[config.mk]
export PLATFORM = sky130hd
export DESIGN_NAME = dmem_access_unit
export DESIGN_NICKNAME = d
export VERILOG_FILES = /design/src/rtl/dmem_access_unit_pkg.sv /design/src/rtl/dmem_access_unit_load_extender.sv /design/src/rtl/dmem_access_unit.sv
export SDC_FILE = /design/constraint.sdc
export NUM_CORES = 1
export LEC_CHECK = 0
export ABC_AREA = 1
export BUFFER_PORTS_ARGS = -buffer_cell sky130_fd_sc_hd__clkbuf_2
export CORE_UTILIZATION = 39
export CTS_CLUSTER_DIAMETER = 60
export DETAILED_ROUTE_END_ITERATION = 12
export PLACE_DENSITY = 0.71
export SLEW_MARGIN = 40
export SYNTH_ARGS = -nofsm -noshare
export SYNTH_HDL_FRONTEND = slang
export SYNTH_SLANG_ARGS = --single-unit
[constraint.sdc]
create_clock -name CLK -period 9.4 [get_ports CLK]
set_input_delay 0.94 -clock CLK [delete_from_list [all_inputs] [get_ports CLK]]
set_output_delay 0.94 -clock CLK [all_outputs]
set_load 0.03 [all_outputs]
[src/rtl/dmem_access_unit_pkg.sv]
// Purpose: shared CPU definitions for the data-memory access path (func3 codes, FSM states, lane helpers).
// Latency: n/a (constants and pure functions only).
// Backpressure: n/a.
package dmem_access_unit_pkg;

  // RV32I load/store width codes carried in func3
  localparam logic [2:0] F3_B  = 3'b000;
  localparam logic [2:0] F3_H  = 3'b001;
  localparam logic [2:0] F3_W  = 3'b010;
  localparam logic [2:0] F3_BU = 3'b100;
  localparam logic [2:0] F3_HU = 3'b101;

  // Access FSM state encodings
  localparam logic [1:0] ST_IDLE   = 2'd0;
  localparam logic [1:0] ST_ACCESS = 2'd1;
  localparam logic [1:0] ST_DONE   = 2'd2;

  // Byte lanes touched by an access; halfwords ignore addr[0] so lanes stay naturally aligned
  function automatic logic [3:0] byte_en_for(input logic [2:0] func3, input logic [1:0] offset);
    logic [3:0] be;
    case (func3[1:0])
      2'b00:   be = 4'b0001 << offset;
      2'b01:   be = 4'b0011 << {offset[1], 1'b0};
      default: be = 4'b1111;
    endcase
    return be;
  endfunction

  // Store data copied into every lane so the byte enables alone pick the target bytes
  function automatic logic [31:0] replicate_store(input logic [2:0] func3, input logic [31:0] data);
    logic [31:0] rep;
    case (func3[1:0])
      2'b00:   rep = {4{data[7:0]}};
      2'b01:   rep = {2{data[15:0]}};
      default: rep = data;
    endcase
    return rep;
  endfunction

endpackage

[src/rtl/dmem_access_unit_load_extender.sv]
// Purpose: pick the addressed byte/halfword out of a memory word and sign/zero extend it.
// Latency: purely combinational.
// Backpressure: none.
module load_extender
  import dmem_access_unit_pkg::*;
(
  input  logic [31:0] word,
  input  logic [2:0]  func3,
  input  logic [1:0]  offset,
  output logic [31:0] result
);

  logic [31:0] byte_shift;
  logic [31:0] half_shift;

  assign byte_shift = word >> {offset, 3'b000};
  assign half_shift = word >> {offset[1], 4'b0000};

  // Select lane and apply the extension implied by func3
  always_comb begin
    result = word;
    case (func3)
      F3_B:    result = {{24{byte_shift[7]}}, byte_shift[7:0]};
      F3_BU:   result = {24'd0, byte_shift[7:0]};
      F3_H:    result = {{16{half_shift[15]}}, half_shift[15:0]};
      F3_HU:   result = {16'd0, half_shift[15:0]};
      default: result = word;
    endcase
  end

endmodule

[src/rtl/dmem_access_unit.sv]
// Purpose: MEM-stage load/store sequencer (IDLE/ACCESS/DONE) with byte lanes, extension and timeout.
// Latency: request to STALL release >= 2 cycles; bus error after MAX_WAIT ACCESS cycles.
// Backpressure: STALL holds the pipeline while busy; DMEM_BUSY extends ACCESS. Option: DMEM_MISALIGN_TRAP_EN.
module dmem_access_unit
  import dmem_access_unit_pkg::*;
#(
  parameter int MAX_WAIT = 255
) (
  input  logic        CLK,
  input  logic        RESET,
  input  logic        MEM_READ,
  input  logic        MEM_WRITE,
  input  logic [2:0]  MEM_FUNC3,
  input  logic [31:0] MEM_ADDR,
  input  logic [31:0] MEM_WRITE_DATA,
  input  logic [31:0] DMEM_READ_DATA,
  input  logic        DMEM_BUSY,
  output logic        DMEM_READ,
  output logic        DMEM_WRITE,
  output logic [31:0] DMEM_ADDR,
  output logic [31:0] DMEM_WRITE_DATA,
  output logic [3:0]  DMEM_BYTE_EN,
  output logic [31:0] MEM_DATA_MEM_READ_DATA,
  output logic        STALL,
  output logic        BUS_ERROR
`ifdef DMEM_MISALIGN_TRAP_EN
  ,
  output logic        MISALIGNED
`endif
);

  localparam int CNT_W = $clog2(MAX_WAIT + 1);

  logic [1:0]       state_q;
  logic [CNT_W-1:0] wait_cnt_q;
  logic [31:0]      addr_q;
  logic [31:0]      wdata_q;
  logic [2:0]       func3_q;
  logic             store_q;
  logic [31:0]      ext_word;
  logic             req;
  logic             trap;
  logic             last_wait;
  logic             finish;

  assign req       = MEM_READ | MEM_WRITE;
  assign last_wait = (wait_cnt_q == CNT_W'(MAX_WAIT - 1));
  // A ready memory wins over a simultaneous timeout
  assign finish    = !DMEM_BUSY || last_wait;

`ifdef DMEM_MISALIGN_TRAP_EN
  assign trap = ((MEM_FUNC3[1:0] == 2'b01) && MEM_ADDR[0]) ||
                ((MEM_FUNC3[1:0] == 2'b10) && (MEM_ADDR[1:0] != 2'b00));
`else
  assign trap = 1'b0;
`endif

  assign DMEM_ADDR       = {addr_q[31:2], 2'b00};
  assign DMEM_WRITE_DATA = replicate_store(func3_q, wdata_q);

  load_extender u_load_extender (
    .word   (DMEM_READ_DATA),
    .func3  (func3_q),
    .offset (addr_q[1:0]),
    .result (ext_word)
  );

  // Capture the request while it is accepted in IDLE
  always_ff @(posedge CLK or posedge RESET) begin
    if (RESET) begin
      addr_q  <= '0;
      wdata_q <= '0;
      func3_q <= '0;
      store_q <= 1'b0;
    end else if (state_q == ST_IDLE && req) begin
      addr_q  <= MEM_ADDR;
      wdata_q <= MEM_WRITE_DATA;
      func3_q <= MEM_FUNC3;
      store_q <= MEM_WRITE;
    end
  end

  // Sequencer: state, wait counter and registered memory strobes
  always_ff @(posedge CLK or posedge RESET) begin
    if (RESET) begin
      state_q      <= ST_IDLE;
      wait_cnt_q   <= '0;
      DMEM_READ    <= 1'b0;
      DMEM_WRITE   <= 1'b0;
      DMEM_BYTE_EN <= 4'b0000;
    end else begin
      case (state_q)
        ST_IDLE: begin
          if (req) begin
            if (trap) begin
              state_q <= ST_DONE;
            end else begin
              state_q      <= ST_ACCESS;
              wait_cnt_q   <= '0;
              DMEM_READ    <= !MEM_WRITE;
              DMEM_WRITE   <= MEM_WRITE;
              DMEM_BYTE_EN <= byte_en_for(MEM_FUNC3, MEM_ADDR[1:0]);
            end
          end
        end
        ST_ACCESS: begin
          if (finish) begin
            state_q      <= ST_DONE;
            DMEM_READ    <= 1'b0;
            DMEM_WRITE   <= 1'b0;
            DMEM_BYTE_EN <= 4'b0000;
          end else begin
            wait_cnt_q <= wait_cnt_q + 1'b1;
          end
        end
        ST_DONE: state_q <= ST_IDLE;
        default: state_q <= ST_IDLE;
      endcase
    end
  end

  // Result and error are loaded on entry to DONE and held until the next DONE
  always_ff @(posedge CLK or posedge RESET) begin
    if (RESET) begin
      MEM_DATA_MEM_READ_DATA <= '0;
      BUS_ERROR              <= 1'b0;
    end else if (state_q == ST_IDLE && req && trap) begin
      MEM_DATA_MEM_READ_DATA <= '0;
      BUS_ERROR              <= 1'b0;
    end else if (state_q == ST_ACCESS && finish) begin
      BUS_ERROR              <= DMEM_BUSY;
      MEM_DATA_MEM_READ_DATA <= (DMEM_BUSY || store_q) ? 32'd0 : ext_word;
    end
  end

`ifdef DMEM_MISALIGN_TRAP_EN
  // Misalignment flag is high exactly for the DONE cycle of a trapped access
  always_ff @(posedge CLK or posedge RESET) begin
    if (RESET) begin
      MISALIGNED <= 1'b0;
    end else if (state_q == ST_IDLE && req && trap) begin
      MISALIGNED <= 1'b1;
    end else if (state_q == ST_DONE) begin
      MISALIGNED <= 1'b0;
    end
  end
`endif

  // Stall while a request waits in IDLE or memory is being accessed
  always_comb begin
    STALL = 1'b0;
    if (!RESET) begin
      case (state_q)
        ST_IDLE:   STALL = req;
        ST_ACCESS: STALL = 1'b1;
        default:   STALL = 1'b0;
      endcase
    end
  end

endmodule

==> run summary <==
In this run the core area contains 45 standard-cell rows. Once the floorplan was initialized, standard cells occupied 40.2% of the core. The remaining global-route overflow was 0.

Summing all placed instances gives a cell area of 6950 sq um. Leaving out fill and tap cells, the most frequent cell in the layout is sky130_fd_sc_hd__nand2_1. Among all stages on the critical path, the largest delay is contributed by sky130_fd_sc_hd__dfrtp_4. The power per cell area is 406 nW/um^2, and the design internal power is 1.60 mW.

Setup repair after global routing left no endpoint under its margin. Relative to the synthesized area, the layout overhead comes to 23.4%. The path with the worst hold slack has its endpoint at MEM_DATA_MEM_READ_DATA[21].

The total of buffers placed on input and output ports was 205; the mean area per synthesized cell was 7.61 sq um. The clock tree synthesis step divided the H-tree into 4 levels. The post-detailed-route count of antenna-violating nets is 0. The logs give 0.829 for the global placer's final weighted congestion and 1.49 mW for the switching power. Counting the fill cells in the layout gives 1548. The routed design could run at a clock period as short as 3.23 ns.

Cell type group with the largest total delay on the critical path: buffers and inverters. Measured along the y axis, the die boundary spans 128 um. The tool flagged a number of max-cap violations equal to 0. For the final setup violation count, the log shows 0. Of all nets on the critical path, the largest fanout is 53.

The share of total power consumed by net switching was 48.3%; the proportion of synthesized chip area in sequential cells was 47.6%. For the detailed-route wire length, the log shows 16.2 mm. The via count of the first global-routing pass came out at 5298. The delay of the slowest cell on the worst path was 0.71 ns; the count of different cell masters after synthesis was 30. The total DRC errors in the routed layout was 0; the transition time at the pin with the least slew margin was 0.650 ns.

The repair_antennas step left the layout with diodes totalling 0. The post-route netlist has 28.2% of its cells at a drive strength greater than 1. For the I/O pin count, the log shows 208. The worst hold path was traced through 2 stages.

The root buffer cell was sky130_fd_sc_hd__clkbuf_16. From left edge to right edge, the die measures 128 um. The flop and latch count out of synthesis was 117; the detailed-route via count was 5585.

The tools report the start point of the worst min-delay path as MEM_DATA_MEM_READ_DATA[21]. In the final timing run, aggregate negative setup slack is 0 ns. Once layout is done, the placed cells without fillers occupy 7600 sq um. The later pin in the worst-skew pair is clocked with a latency of 0.41 ns. After synthesis the cells add up to 6160 sq um. The tools report the worst hold-check slack as 0.477 ns. The wire-length estimate of the detail-placed layout is 11.5 mm.

Static timing analysis puts the maximum clock frequency at 309 MHz. The run gives 5 as the length of the first detailed-routing pass in iterations. The tools report the worst-case headroom to the max-slew limit as 56.6%.

Data on the critical path arrives at its endpoint at 2.29 ns. The run gives 4.30 nW as the cell leakage power. For the die area, the log shows 16300 sq um.

The type of element launching the critical path was a register. Yosys synthesis warning count: 0. The register clock-pin slew on the reported worst setup and hold paths works out to 0.05 ns.

No sink is reached through more buffers than the 2 on the longest clock path. After floorplanning, the core was sized to cover 15300 sq um. Across every metal layer, demand over resource in global routing totals 20.9%. The final count of hold timing violations is 0, and the clock group share of total power is 22.7%. Synthesis produced a netlist whose cell count is 809.

For the worst clock skew, the log shows 0.00768 ns. The post-detailed-route via-to-cell ratio came out at 4.72. Per report_power, the combinational group accounts for 47.5% of the total.

The reg2reg setup slack came out at 7.09 ns. In this run the critical register-to-register path is captured at store_q. After layout, the design draws a total of 3.09 mW. The number of buffers created by CTS was 17. The critical path goes through inv_8, nand2_4, inv_2, nand2_1, o21ai_0, clkbuf_2. The final layout contains 1067 nets. Buffers added to address setup during post-CTS repair amount to 0. After the first detailed-routing iteration, the DRC count stood at 362. The critical path contains buffers and inverters numbering 3 combined. The maximum ir drop on the vdd rail is 0.241 mV, and the per-cell routed wire length is 13.7 um. The run finished with clean final reports. The tree built by TritonCTS fans out to 117 sinks. The wire length of the first global-routing pass was 26.3 mm. After clock tree synthesis, the flow added hold-fix buffers numbering 0. The logic depth of the worst register-to-register path is 6. TritonCTS built the clock tree. Type of the worst min-delay path: register to register. The placed cell count came out at 1153. Entering global routing, the biggest net connects 71 pins. For the worst setup path, the data required time is 8.46 ns. The sort of element at the end of the critical path was a primary output. The classification of the worst setup path is register to primary output. Of the available clock period, the critical path in the final layout requires 34.4%. The initial antenna violation count was 0. The library cells used most frequently in the layout, excluding fill and tap cells, are 367 x sky130_fd_sc_hd__nand2_1, 205 x sky130_fd_sc_hd__clkbuf_2, 116 x sky130_fd_sc_hd__dfrtp_1. Once layout is complete, the cells apart from fillers number 1184. Gates resized during post-CTS repair numbered 0. Per report_power, the sequential group accounts for 29.9% of the total.

The number of pins with negative max-slew slack in the final report was 0. The worst register-to-register path begins at state_q[1].
cells in the mapped netlist, drive strengths merged:
cell type    n  area (sq um)
o21ai       54           282
o211ai       6          45.0
nor3b        1          7.51
nand3       38           253
or2          1          6.26
ha           2          25.0
and2         1          6.26
nor3         3          15.0
nor2        34           145
xor2         2          17.5
o21bai       1          7.51
conb         1          3.75
nand2      381          1490
dfrtp      117          2930
a21oi       36           180
clkbuf       9          33.8
inv         55           214
buf         67           502
how the worst max path moves through the flow:
stage                     startpoint                  end  cells past startpoint
after floorplan                RESET            BUS_ERROR                      1
after global placement    func3_q[1]  DMEM_WRITE_DATA[13]                      5
after detailed placement   MEM_WRITE           wdata_q[2]                      6
after CTS                 func3_q[1]  DMEM_WRITE_DATA[13]                      6
after global routing      func3_q[1]  DMEM_WRITE_DATA[15]                      6
final                     func3_q[1]  DMEM_WRITE_DATA[13]                      6
flip-flops by register name, indices dropped and copies added (netlist names):
name	cells
state_q	2
store_q	1
DMEM_BYTE_EN	4
DMEM_WRITE	1
func3_q	3
wait_cnt_q	8
BUS_ERROR	1
DMEM_READ	1
addr_q	32
wdata_q	32
MEM_DATA_MEM_READ_DATA	32
power groups by stage:
| stage | registers [mW] | clock network [mW] | logic [mW] |
|---|---|---|---|
| after floorplan | 0.963 | 0 | 1.14 |
| after global placement | 0.920 | 0 | 1.46 |
| after detailed placement | 0.922 | 0 | 1.47 |
| after CTS | 0.921 | 0.713 | 1.48 |
| after global routing | 0.951 | 0.738 | 1.61 |
| final | 0.921 | 0.700 | 1.46 |
tightest hold or removal path: stages, from the launching register on:
cell	delay [ns]
sky130_fd_sc_hd__dfrtp_1	0.34
sky130_fd_sc_hd__nand2_1	0.05
sky130_fd_sc_hd__nand2_1	0.05
logic make-up (layout without fill, tap and decap cells):
| kind of cell | Yosys count | count (layout) | synth area share, % |
|---|---|---|---|
| AO/OA/AOI/OAI | 97 | 97 | 8.35 |
| XOR/XNOR | 2 | 2 | 0.285 |
| adder cells (fa/ha/maj) | 2 | 2 | 0.406 |
| buffers and inverters | 131 | 294 | 12.2 |
| flip-flops | 117 | 117 | 47.6 |
| other | 1 | 2 | 0.0609 |
| AND/OR/NAND/NOR | 459 | 459 | 31.2 |
metrics by stage:
stage / util (%) / worst slack, ns
after floorplan: - / 5.36
after detailed placement: 45.4 / 6.40
final: 49.6 / 6.17
after CTS: 49.6 / 6.13
after global placement: 45.4 / 6.38
after global routing: 49.6 / 6.00
layout make-up:
| type | instances | area, sq um | share of cell area, % |
|---|---|---|---|
| Sequential cell | 117 | 2930 | 38.6 |
| Multi-Input combinational cell | 562 | 2490 | 32.8 |
| Timing Repair Buffer | 208 | 1050 | 13.8 |
| Clock buffer | 24 | 502 | 6.60 |
| Tap cell | 211 | 264 | 3.47 |
| Inverter | 55 | 216 | 2.85 |
| Clock inverter | 7 | 143 | 1.88 |
per-layer routing:
layer	GRT usage, %	wire [um]	up-vias
li1	-	-	2776
met3	4.73	1160	30
met4	9.34	344	0
met2	32.4	7400	238
met1	28.0	7290	2541
met5	0	0	-
Power figures use the tool's default switching activity.
